[src/rtl/fir_xifu_ex_simd.sv]
// fir_xifu_ex_simd
// ----------------
// Execute stage of the FIR XIFU coprocessor. It sits between the ID stage
// (after the register-file read) and the WB stage.
//   * DOTP : N-lane signed SIMD dot-product-accumulate, result in one cycle.
//   * LW/SW: single-outstanding memory access with post-increment address
//            (base + STRIDE, modulo 2^DATA_W), stalling on grant and response.
// The results go into a registered EX/WB stage with valid/ready flow control.
//
// Ports
//   clk_i, rst_i         clock, synchronous active-high reset
//   clear_i              synchronous pipeline flush
//   valid_i / ready_o    ID->EX handshake (ready_o does not depend on valid_i)
//   instr_i              0=NOP 1=DOTP 2=LW 3=SW
//   id_i, rd_i           instruction id and destination index
//   base_i               memory base address (rs1)
//   op_a_i/op_b_i/op_c_i dotp operands; op_b_i is also the SW store data
//   mem_*                request/response memory interface
//   wb_*                 EX/WB output register with valid/ready
//
// Optional feature
//   FIR_XIFU_EX_SIMD_SAT_EN : when defined, the DOTP sum saturates to signed
//   DATA_W and the extra output wb_sat_o flags saturation. When it is not
//   defined, the sum wraps and wb_sat_o is absent.

module fir_xifu_ex_simd #(
    parameter int DATA_W = 32,
    parameter int ELEM_W = 16,
    parameter int ID_W   = 4,
    parameter int RD_W   = 5,
    parameter int STRIDE = 4
) (
    input  logic                clk_i,
    input  logic                rst_i,
    input  logic                clear_i,
    input  logic                valid_i,
    output logic                ready_o,
    input  logic [1:0]          instr_i,
    input  logic [ID_W-1:0]     id_i,
    input  logic [RD_W-1:0]     rd_i,
    input  logic [DATA_W-1:0]   base_i,
    input  logic [DATA_W-1:0]   op_a_i,
    input  logic [DATA_W-1:0]   op_b_i,
    input  logic [DATA_W-1:0]   op_c_i,
    output logic                mem_valid_o,
    input  logic                mem_ready_i,
    output logic [DATA_W-1:0]   mem_addr_o,
    output logic                mem_we_o,
    output logic [DATA_W/8-1:0] mem_be_o,
    output logic [DATA_W-1:0]   mem_wdata_o,
    output logic [ID_W-1:0]     mem_id_o,
    input  logic                mem_rvalid_i,
    input  logic [DATA_W-1:0]   mem_rdata_i,
    output logic                wb_valid_o,
    input  logic                wb_ready_i,
    output logic [1:0]          wb_instr_o,
    output logic [ID_W-1:0]     wb_id_o,
    output logic [RD_W-1:0]     wb_rd_o,
    output logic [DATA_W-1:0]   wb_result_o,
    output logic [DATA_W-1:0]   wb_ldata_o
`ifdef FIR_XIFU_EX_SIMD_SAT_EN
    ,
    output logic                wb_sat_o
`endif
);

    localparam int NLANES = DATA_W / ELEM_W;
    localparam int PROD_W = 2 * ELEM_W;
    localparam int SUM_W  = DATA_W + NLANES + 1;
    // The low DATA_W bits of the sum do not depend on the bits above them,
    // so the wrapping build only keeps DATA_W bits of accumulator.
`ifdef FIR_XIFU_EX_SIMD_SAT_EN
    localparam int ACC_W  = SUM_W;
`else
    localparam int ACC_W  = DATA_W;
`endif

    localparam logic [1:0] INSTR_NOP  = 2'd0;
    localparam logic [1:0] INSTR_DOTP = 2'd1;
    localparam logic [1:0] INSTR_LW   = 2'd2;
    localparam logic [1:0] INSTR_SW   = 2'd3;

    typedef enum logic [1:0] {
        S_IDLE,
        S_REQ,
        S_WAIT,
        S_DRAIN
    } state_t;

    state_t state, state_next;

    // Captured LW/SW request
    logic [ID_W-1:0]   req_id;
    logic [RD_W-1:0]   req_rd;
    logic [DATA_W-1:0] req_base;
    logic [DATA_W-1:0] req_wdata;
    logic              req_store;

    logic accept;
    logic capture;
    logic dotp_done;
    logic mem_done;

    // Dot-product datapath
    logic [ELEM_W-1:0]        lane_a, lane_b;
    logic signed [PROD_W-1:0] ext_a, ext_b, prod;
    logic [ACC_W-1:0]         acc;
    logic [DATA_W-1:0]        dotp_res;
`ifdef FIR_XIFU_EX_SIMD_SAT_EN
    logic                     dotp_sat;
    logic [ACC_W-DATA_W:0]    acc_top;
`endif

    assign ready_o = (state == S_IDLE) && (!wb_valid_o || wb_ready_i);
    assign accept  = valid_i && ready_o && (instr_i != INSTR_NOP);

    always_comb begin
        lane_a = '0;
        lane_b = '0;
        ext_a  = '0;
        ext_b  = '0;
        prod   = '0;
        acc    = ACC_W'(signed'(op_c_i));
        for (int unsigned k = 0; k < NLANES; k++) begin
            lane_a = op_a_i[k*ELEM_W +: ELEM_W];
            lane_b = op_b_i[k*ELEM_W +: ELEM_W];
            ext_a  = PROD_W'(signed'(lane_a));
            ext_b  = PROD_W'(signed'(lane_b));
            prod   = ext_a * ext_b;
            acc    = acc + ACC_W'(prod);
        end
`ifdef FIR_XIFU_EX_SIMD_SAT_EN
        // Fits in DATA_W only if every bit from DATA_W-1 upwards is a sign copy.
        acc_top  = acc[ACC_W-1:DATA_W-1];
        dotp_sat = !((&acc_top) || (~|acc_top));
        if (dotp_sat) begin
            dotp_res = acc[ACC_W-1] ? {1'b1, {(DATA_W-1){1'b0}}}
                                    : {1'b0, {(DATA_W-1){1'b1}}};
        end else begin
            dotp_res = acc[DATA_W-1:0];
        end
`else
        dotp_res = acc[DATA_W-1:0];
`endif
    end

    always_comb begin
        state_next = state;
        capture    = 1'b0;
        dotp_done  = 1'b0;
        mem_done   = 1'b0;
        if (clear_i) begin
            // A response that was already granted must still be absorbed,
            // unless it arrives together with the flush.
            case (state)
                S_REQ:   state_next = (mem_ready_i && !mem_rvalid_i) ? S_DRAIN : S_IDLE;
                S_WAIT,
                S_DRAIN: state_next = mem_rvalid_i ? S_IDLE : S_DRAIN;
                default: state_next = S_IDLE;
            endcase
        end else begin
            case (state)
                S_IDLE: begin
                    if (accept) begin
                        if (instr_i == INSTR_DOTP) begin
                            dotp_done = 1'b1;
                        end else begin
                            capture    = 1'b1;
                            state_next = S_REQ;
                        end
                    end
                end
                S_REQ: begin
                    if (mem_ready_i) begin
                        if (mem_rvalid_i) begin
                            mem_done   = 1'b1;
                            state_next = S_IDLE;
                        end else begin
                            state_next = S_WAIT;
                        end
                    end
                end
                S_WAIT: begin
                    if (mem_rvalid_i) begin
                        mem_done   = 1'b1;
                        state_next = S_IDLE;
                    end
                end
                S_DRAIN: begin
                    if (mem_rvalid_i) begin
                        state_next = S_IDLE;
                    end
                end
                default: state_next = S_IDLE;
            endcase
        end
    end

    always_comb begin
        mem_valid_o = 1'b0;
        mem_addr_o  = '0;
        mem_we_o    = 1'b0;
        mem_be_o    = '0;
        mem_wdata_o = '0;
        mem_id_o    = '0;
        if (state == S_REQ) begin
            mem_valid_o = 1'b1;
            mem_addr_o  = req_base;
            mem_we_o    = req_store;
            mem_be_o    = '1;
            mem_wdata_o = req_store ? req_wdata : '0;
            mem_id_o    = req_id;
        end
    end

    always_ff @(posedge clk_i) begin
        if (rst_i) begin
            state       <= S_IDLE;
            req_id      <= '0;
            req_rd      <= '0;
            req_base    <= '0;
            req_wdata   <= '0;
            req_store   <= 1'b0;
            wb_valid_o  <= 1'b0;
            wb_instr_o  <= '0;
            wb_id_o     <= '0;
            wb_rd_o     <= '0;
            wb_result_o <= '0;
            wb_ldata_o  <= '0;
`ifdef FIR_XIFU_EX_SIMD_SAT_EN
            wb_sat_o    <= 1'b0;
`endif
        end else begin
            state <= state_next;
            if (capture) begin
                req_id    <= id_i;
                req_rd    <= rd_i;
                req_base  <= base_i;
                req_wdata <= op_b_i;
                req_store <= (instr_i == INSTR_SW);
            end
            if (clear_i) begin
                wb_valid_o  <= 1'b0;
                wb_instr_o  <= '0;
                wb_id_o     <= '0;
                wb_rd_o     <= '0;
                wb_result_o <= '0;
                wb_ldata_o  <= '0;
`ifdef FIR_XIFU_EX_SIMD_SAT_EN
                wb_sat_o    <= 1'b0;
`endif
            end else if (dotp_done) begin
                wb_valid_o  <= 1'b1;
                wb_instr_o  <= INSTR_DOTP;
                wb_id_o     <= id_i;
                wb_rd_o     <= rd_i;
                wb_result_o <= dotp_res;
                wb_ldata_o  <= '0;
`ifdef FIR_XIFU_EX_SIMD_SAT_EN
                wb_sat_o    <= dotp_sat;
`endif
            end else if (mem_done) begin
                wb_valid_o  <= 1'b1;
                wb_instr_o  <= req_store ? INSTR_SW : INSTR_LW;
                wb_id_o     <= req_id;
                wb_rd_o     <= req_rd;
                wb_result_o <= req_base + DATA_W'(STRIDE);
                wb_ldata_o  <= req_store ? '0 : mem_rdata_i;
`ifdef FIR_XIFU_EX_SIMD_SAT_EN
                wb_sat_o    <= 1'b0;
`endif
            end else if (wb_ready_i) begin
                wb_valid_o  <= 1'b0;
            end
        end
    end

endmodule

[config.mk]
export PLATFORM = sky130hd
export DESIGN_NAME = fir_xifu_ex_simd
export DESIGN_NICKNAME = d
export VERILOG_FILES = /design/src/rtl/fir_xifu_ex_simd.sv
export SDC_FILE = /design/constraint.sdc
export NUM_CORES = 2
export LEC_CHECK = 0
export ABC_AREA = 1
export CAP_MARGIN = 20
export CORE_UTILIZATION = 59
export DETAILED_ROUTE_END_ITERATION = 10
export PLACE_DENSITY = 0.83
export SETUP_SLACK_MARGIN = 0.1
export SLEW_MARGIN = 20
export SYNTH_ARGS = -nofsm -noshare
export SYNTH_HDL_FRONTEND = slang
export SYNTH_SLANG_ARGS = --single-unit
export TNS_END_PERCENT = 1
[constraint.sdc]
create_clock -name clk_i -period 8.5 [get_ports clk_i]
set_input_delay 0.85 -clock clk_i [delete_from_list [all_inputs] [get_ports clk_i]]
set_output_delay 0.85 -clock clk_i [all_outputs]
set_load 0.03 [all_outputs]
# Yosys cells after proc, flatten, opt, wreduce, memory -nomap -nowiden
# Cells that the tools add are included.
[totals] romBits=0 ram_bits=0 reg_bits=152 latch_bits=0 output_inout_bits=151 n_memories=0 wordCells=84
[op_classes] reduce_logical=15 order_cmp=0 bitwise=0 eq_ne=9 mul=2 shift=0 add_sub_neg=3 muxes=42 div_mod_pow=0
[op_table] cell="$mux 32" count=6
[op_table] cell="$add 32x32->32" count=2
[op_table] cell="$mul 16x16->32" count=2
[op_table] cell="$add 32x3->32 const B" count=1
[op_table] cell="$mux 1" count=19
[op_table] cell="$mux 2" count=8
[op_table] cell="$mux 4" count=4
[op_table] cell="$mux 5" count=2
[op_table] cell="$ne 3x3->1 const B" count=3
[op_table] cell="$eq 2x2->1 const B" count=3
[op_table] cell="$pmux 2 s3" count=1
[op_table] cell="$eq 2x1->1 const B" count=2
[op_table] cell="$logic_and 1x1->1" count=4
[op_table] cell="$pmux 2 s2" count=1
[op_table] cell="$reduce_and 4->1" count=1
[op_table] cell="$reduce_bool 2->1" count=2
[op_table] cell="$reduce_or 2->1" count=2
[op_table] cell="$ne 3x1->1 const B" count=1
[op_table] cell="$reduce_bool 3->1" count=1
[op_table] cell="$reduce_or 3->1" count=1
[op_table] cell="$logic_not 1->1" count=2
[op_table] cell="$logic_not 2->1" count=1
[op_table] cell="$pmux 1 s2" count=1
[op_table] cell="$logic_or 1x1->1" count=1

# Logic depth before layout (Yosys ltp)
[depth] ltp_word=9 depth_mapped=32 mapped_depth_nobuf=30

# Least setup slack after synthesis
# No wires, ideal clock.
[synth_timing] kind="input to register" startpoint="in op_b_i[16]" endpoint="reg wb_result_o[22]" t_arrival_ns=7.377 t_required_ns=8.380 cell_stages=26 path_slack_ns=1.003 cell_sequence="clkbuf_1 > nand2_1 > inv_1 > fa_1 > inv_1 > fa_1 > inv_1 > fa_1 > inv_1 > fa_1 > fa_1 > inv_1 > fa_1 > fa_1 > inv_1 > fa_1 > inv_1 > ha_1 > a21oi_1 > o21ai_0 > o21bai_1 > a21oi_1 > o21bai_1 > or2_2 > nand3_1 > a21oi_1"
[synth_between] elab_chain_len=3
[synth_rtl] item="start, declared" line="43" text="input logic [DATA_W-1:0] op_b_i,"
[synth_rtl] item="$mul 16x16->32" line="129" text="prod = ext_a * ext_b;"
[synth_rtl] item="$add 32x32->32" line="130" text="acc = acc + ACC_W'(prod);"
[synth_rtl] item="$mux 32" line="252" text="end else if (dotp_done) begin"
[synth_rtl] item="end signal, assigned" line="257" text="wb_result_o <= dotp_res;"
[synth_rtl] item="end signal, assigned" line="267" text="wb_result_o <= req_base + DATA_W'(STRIDE);"
[synth_rtl] item="end, declared" line="59" text="output logic [DATA_W-1:0] wb_result_o,"
# Every way passes these cells.
# A chain may end at the register's enable or synchronous reset.

# Worst setup path in the final report
[layout_timing] startpoint="in op_a_i[5]" endpoint="reg wb_result_o[22]"
[layout_between] elab_chain_len=4
[layout_rtl] item="start, declared" line="42" text="input logic [DATA_W-1:0] op_a_i,"
[layout_rtl] item="$mul 16x16->32" line="129"
[layout_rtl] item="$add 32x32->32 (2 in series)" line="130"
[layout_rtl] item="$mux 32" line="252"
# Every way passes these cells.

==> summary.md <==
| Metric | Value |
|---|---|
| R2R Setup Slk | 5.19 ns |
| Worst slew pin tran | roughly 1.1 ns |
| Die height | approximately 220 µm |
| Critical Path Start Type | input pin |
| Distinct cells, synth | 49 |
| Top Layer Used | met5 |
| Clock slew at the register clock pins of the worst setup and hold paths | ~0.060 ns |
| Avg Vias per Cell | 5.323 |
| Fin util | 69.59% |
| Post-CTS Repair Setup Buffers | 0 |
| Die area | 49080 µm² |
| CP arrival | 8.25 ns |
| Register Area | between 3000 and 4000 µm² |
| Yosys top cell by area | fa_1 |
| Required @ worst endpoint | 8.81 ns |
| Latest clock arrival within the worst-skew pair | approximately 0.44 ns |
| Top cells by area, synth | fa_1 (44%), inv_1 (14%), dfxtp_1 (11%) |
| Slew HR | between 20 and 30% |
| Post-synth ARST share | 0% |
| H-tree depth reported by CTS | 4 |
| Hold path start | req_wdata[2] |
| # rows | 80 |
| TritonCTS buffer count | 17 |
| GP Congestion | 1.006 |
| Antenna-violating nets left | 0 |
| Largest net degree at the start of global routing | 105 |
| Final Cycle Share | 93.35% |
| Violated checks | design-rule violations |
| Filler cells | 3700 |
| Worst path most repeated cell | fa_1 |
| R2r startpoint | state[0] |
| PortBufs | between 300 and 400 |
| Residual DRC | 2 |
| CTS Buffer Depth | 2 |
| Core Box Area | about 48000 µm² |
| CTS tree | yes |
| Worst Hold Path EP | req_wdata[2] |
| Met2 wire len | roughly 40 mm |
| Peak fanout along the critical path | 14 |
| Post-synth top area share | between 40% and 50% |
| Min Clock Period, post-route | about 7.9 ns |
| Post-cts resize count | 0 |
| Number of global-route vias before repair | between 20000 and 30000 |
| Post-Synthesis Cells | 3596 |
| Layout cells sized above 1 | 4.460% |
| Layout net count | 4808 |
| RSZ-0062 raised after global routing | no |
| Drt wl/cell | 17.94 µm |
| Starting density of the core | 59.69% |
| Most common library cells after synthesis | inv_1 (1069), nand2_1 (730), fa_1 (622), nor2_1 (195), clkbuf_1 (155) |
| Area grow syn2layout | 16.59% |
| Post-Route M1 WL | 29.82 mm |
| Sink Count | 152 |
| CTS root buffer | clkbuf_16 |
| Hold-critical path depth | 2 |
| CP Capture Type | flop |
| All-Layer GR Usage | between 30% and 40% |
| Worst Hold Class | reg -> reg |
| RR Endpoint | wb_result_o[20] |
| CP Cell Sequence | clkdlybuf4s50_1, nand2_1, fa_1, inv_1, fa_1, inv_1, fa_1, inv_1, fa_1, fa_1, fa_1, fa_1, inv_1, fa_1, inv_1, ha_1, a21oi_1, o21ai_0, o21bai_1, a21oi_1, o21bai_1, or2_2, nand3_1, a21oi_1 |
| Pre-Repair DR Iteration Count | 9 |
| EDFF count, synth | 0 |
| Syn Nets | 4538 |
| Synthesized area per cell | 7.909 µm² |
| Top_reg_cell synth | dfxtp_1 |
| Vias | 23937 |
| I/O Pins | roughly 330 |
| Final setup vio count | 0 |
| #FFs+latches synth | 152 |
| Status | finished with violations |
| Initial antenna violation count | 5 |
| Max stage delay on crit path | roughly 1.1 ns |
| Most common cell in the synthesized netlist | inv_1 |
| DR WL met3 | between 5 and 6 mm |
| First-pass GRT wire length | 132.4 mm |
| R2r worst-path depth | 13 |
| Multi-input gate area | 20660 µm² |
| First-iteration detailed-routing DRC count | 1985 |
| Post-CTS Hold Fix Bufs | 0 |
| CP max stage cell | clkdlybuf4s50_1 |
| Sequential fraction of the synthesis area | between 10% and 20% |
| Slew Viols, Final | 0 |
| Post-DP HPWL | 68.36 mm |
| Post-route setup TNS | 0 ns |
| Final Hold Vio Count | 0 |
| Width of the die | approximately 220 µm |
| Max Cap Viol | 0 |
| DRT Wirelength | 80.69 mm |
| Clock Skew | 0.01400 ns |
| Synthesis warning total | 0 |
| Cell Area, Synth | ~28000 µm² |
| Fmax | 0.1260 GHz |
| Overflow after GRT | 0 |
| Kind of critical path | in -> reg |
## cells in the final DEF (no fill, tap or decap), types with 4 or more instances in the layout
master	Yosys	routed
nand3_1	53	53
a21oi_1	119	119
xnor2_1	16	16
fa_1	622	622
clkbuf_16	0	17
nor3_1	15	15
nand2_2	4	4
nand4_1	16	16
ha_1	142	142
a22oi_1	31	31
nand3b_1	5	5
buf_4	4	98
o21bai_1	9	9
inv_2	5	6
inv_8	0	6
nand2_1	730	730
xor2_1	19	19
o21ai_0	145	145
a31oi_1	14	14
o21a_1	4	4
dfxtp_1	152	152
inv_1	1069	1066
nor2_2	8	9
or2_2	11	11
nor2_1	195	194
clkdlybuf4s50_1	0	328
## through the flow
step	worst slack (ns)	area, µm²	hold slack [ns]	cells
after floorplan	1.003	28440	0.4300	3596
after global placement	0.2543	32570	0.4404	4462
after detailed placement	0.2035	32570	0.4460	4462
after CTS	0.6618	33150	0.4564	4494
after global routing	0.2137	33160	0.4697	4496
final	0.5653	33160	0.4601	4497
## registers in the layout, summed over array words and instances, names as in the netlist
name,flops
req_id,4
req_base,32
wb_valid_o,1
req_store,1
wb_rd_o,5
req_wdata,32
req_rd,5
wb_ldata_o,32
wb_instr_o,2
wb_result_o,32
wb_id_o,4
state,2
## logic make-up (layout without fill, tap and decap cells)
| group | count (synthesis) | count (layout) | share of synthesized area (%) |
|---|---|---|---|
| other | 0 | 3 | 0 |
| XOR/XNOR | 35 | 35 | 1.078 |
| AND/OR/NAND/NOR | 1049 | 1049 | 14.82 |
| adder cells (fa/ha/maj) | 764 | 764 | 50.03 |
| AO/OA/AOI/OAI | 343 | 343 | 6.696 |
| flip-flops | 152 | 152 | 10.70 |
| buffers and inverters | 1253 | 1536 | 16.67 |
## critical path: cells and delay by family
kind / cells / cell delay [ns]
and+or+nand+nor: 3 / 0.53
buffers and inverters: 6 / 1.35
AOI/OAI and AO/OA: 6 / 1.15
adders and majority gates: 9 / 4.34
## final cells by class
| cell class | count | share of cell area, % |
|---|---|---|
| flip-flops and latches | 152 | 9.177 |
| well taps | 615 | 2.321 |
| inverters | 1076 | 12.18 |
| clock inverters | 15 | 0.4717 |
| clock buffers | 17 | 1.283 |
| multi-input cells | 2191 | 62.30 |
| repair buffers | 428 | 12.24 |
| diodes | 3 | 0.02264 |
## layer usage
metal / track usage (%) / up-vias
met2: 59.24 / 1022
met3: 4.877 / 295
met4: 20.16 / 6
li1: - / 10795
met1: 42.41 / 11819
met5: 0 / -
## worst max path at each step
| stage | slack (ns) | end | startpoint |
|---|---|---|---|
| floorplan | 1.00 | wb_result_o[22] | op_b_i[16] |
| global placement | 0.25 | wb_result_o[22] | op_a_i[22] |
| detailed placement | 0.20 | wb_result_o[22] | op_a_i[31] |
| CTS | 0.66 | wb_result_o[22] | op_a_i[31] |
| global route | 0.21 | wb_result_o[22] | op_a_i[31] |
| finish | 0.57 | wb_result_o[22] | op_a_i[5] |
Power is not shown: default switching activity piles up to over one toggle a cycle in this logic, so the estimate is an artifact.
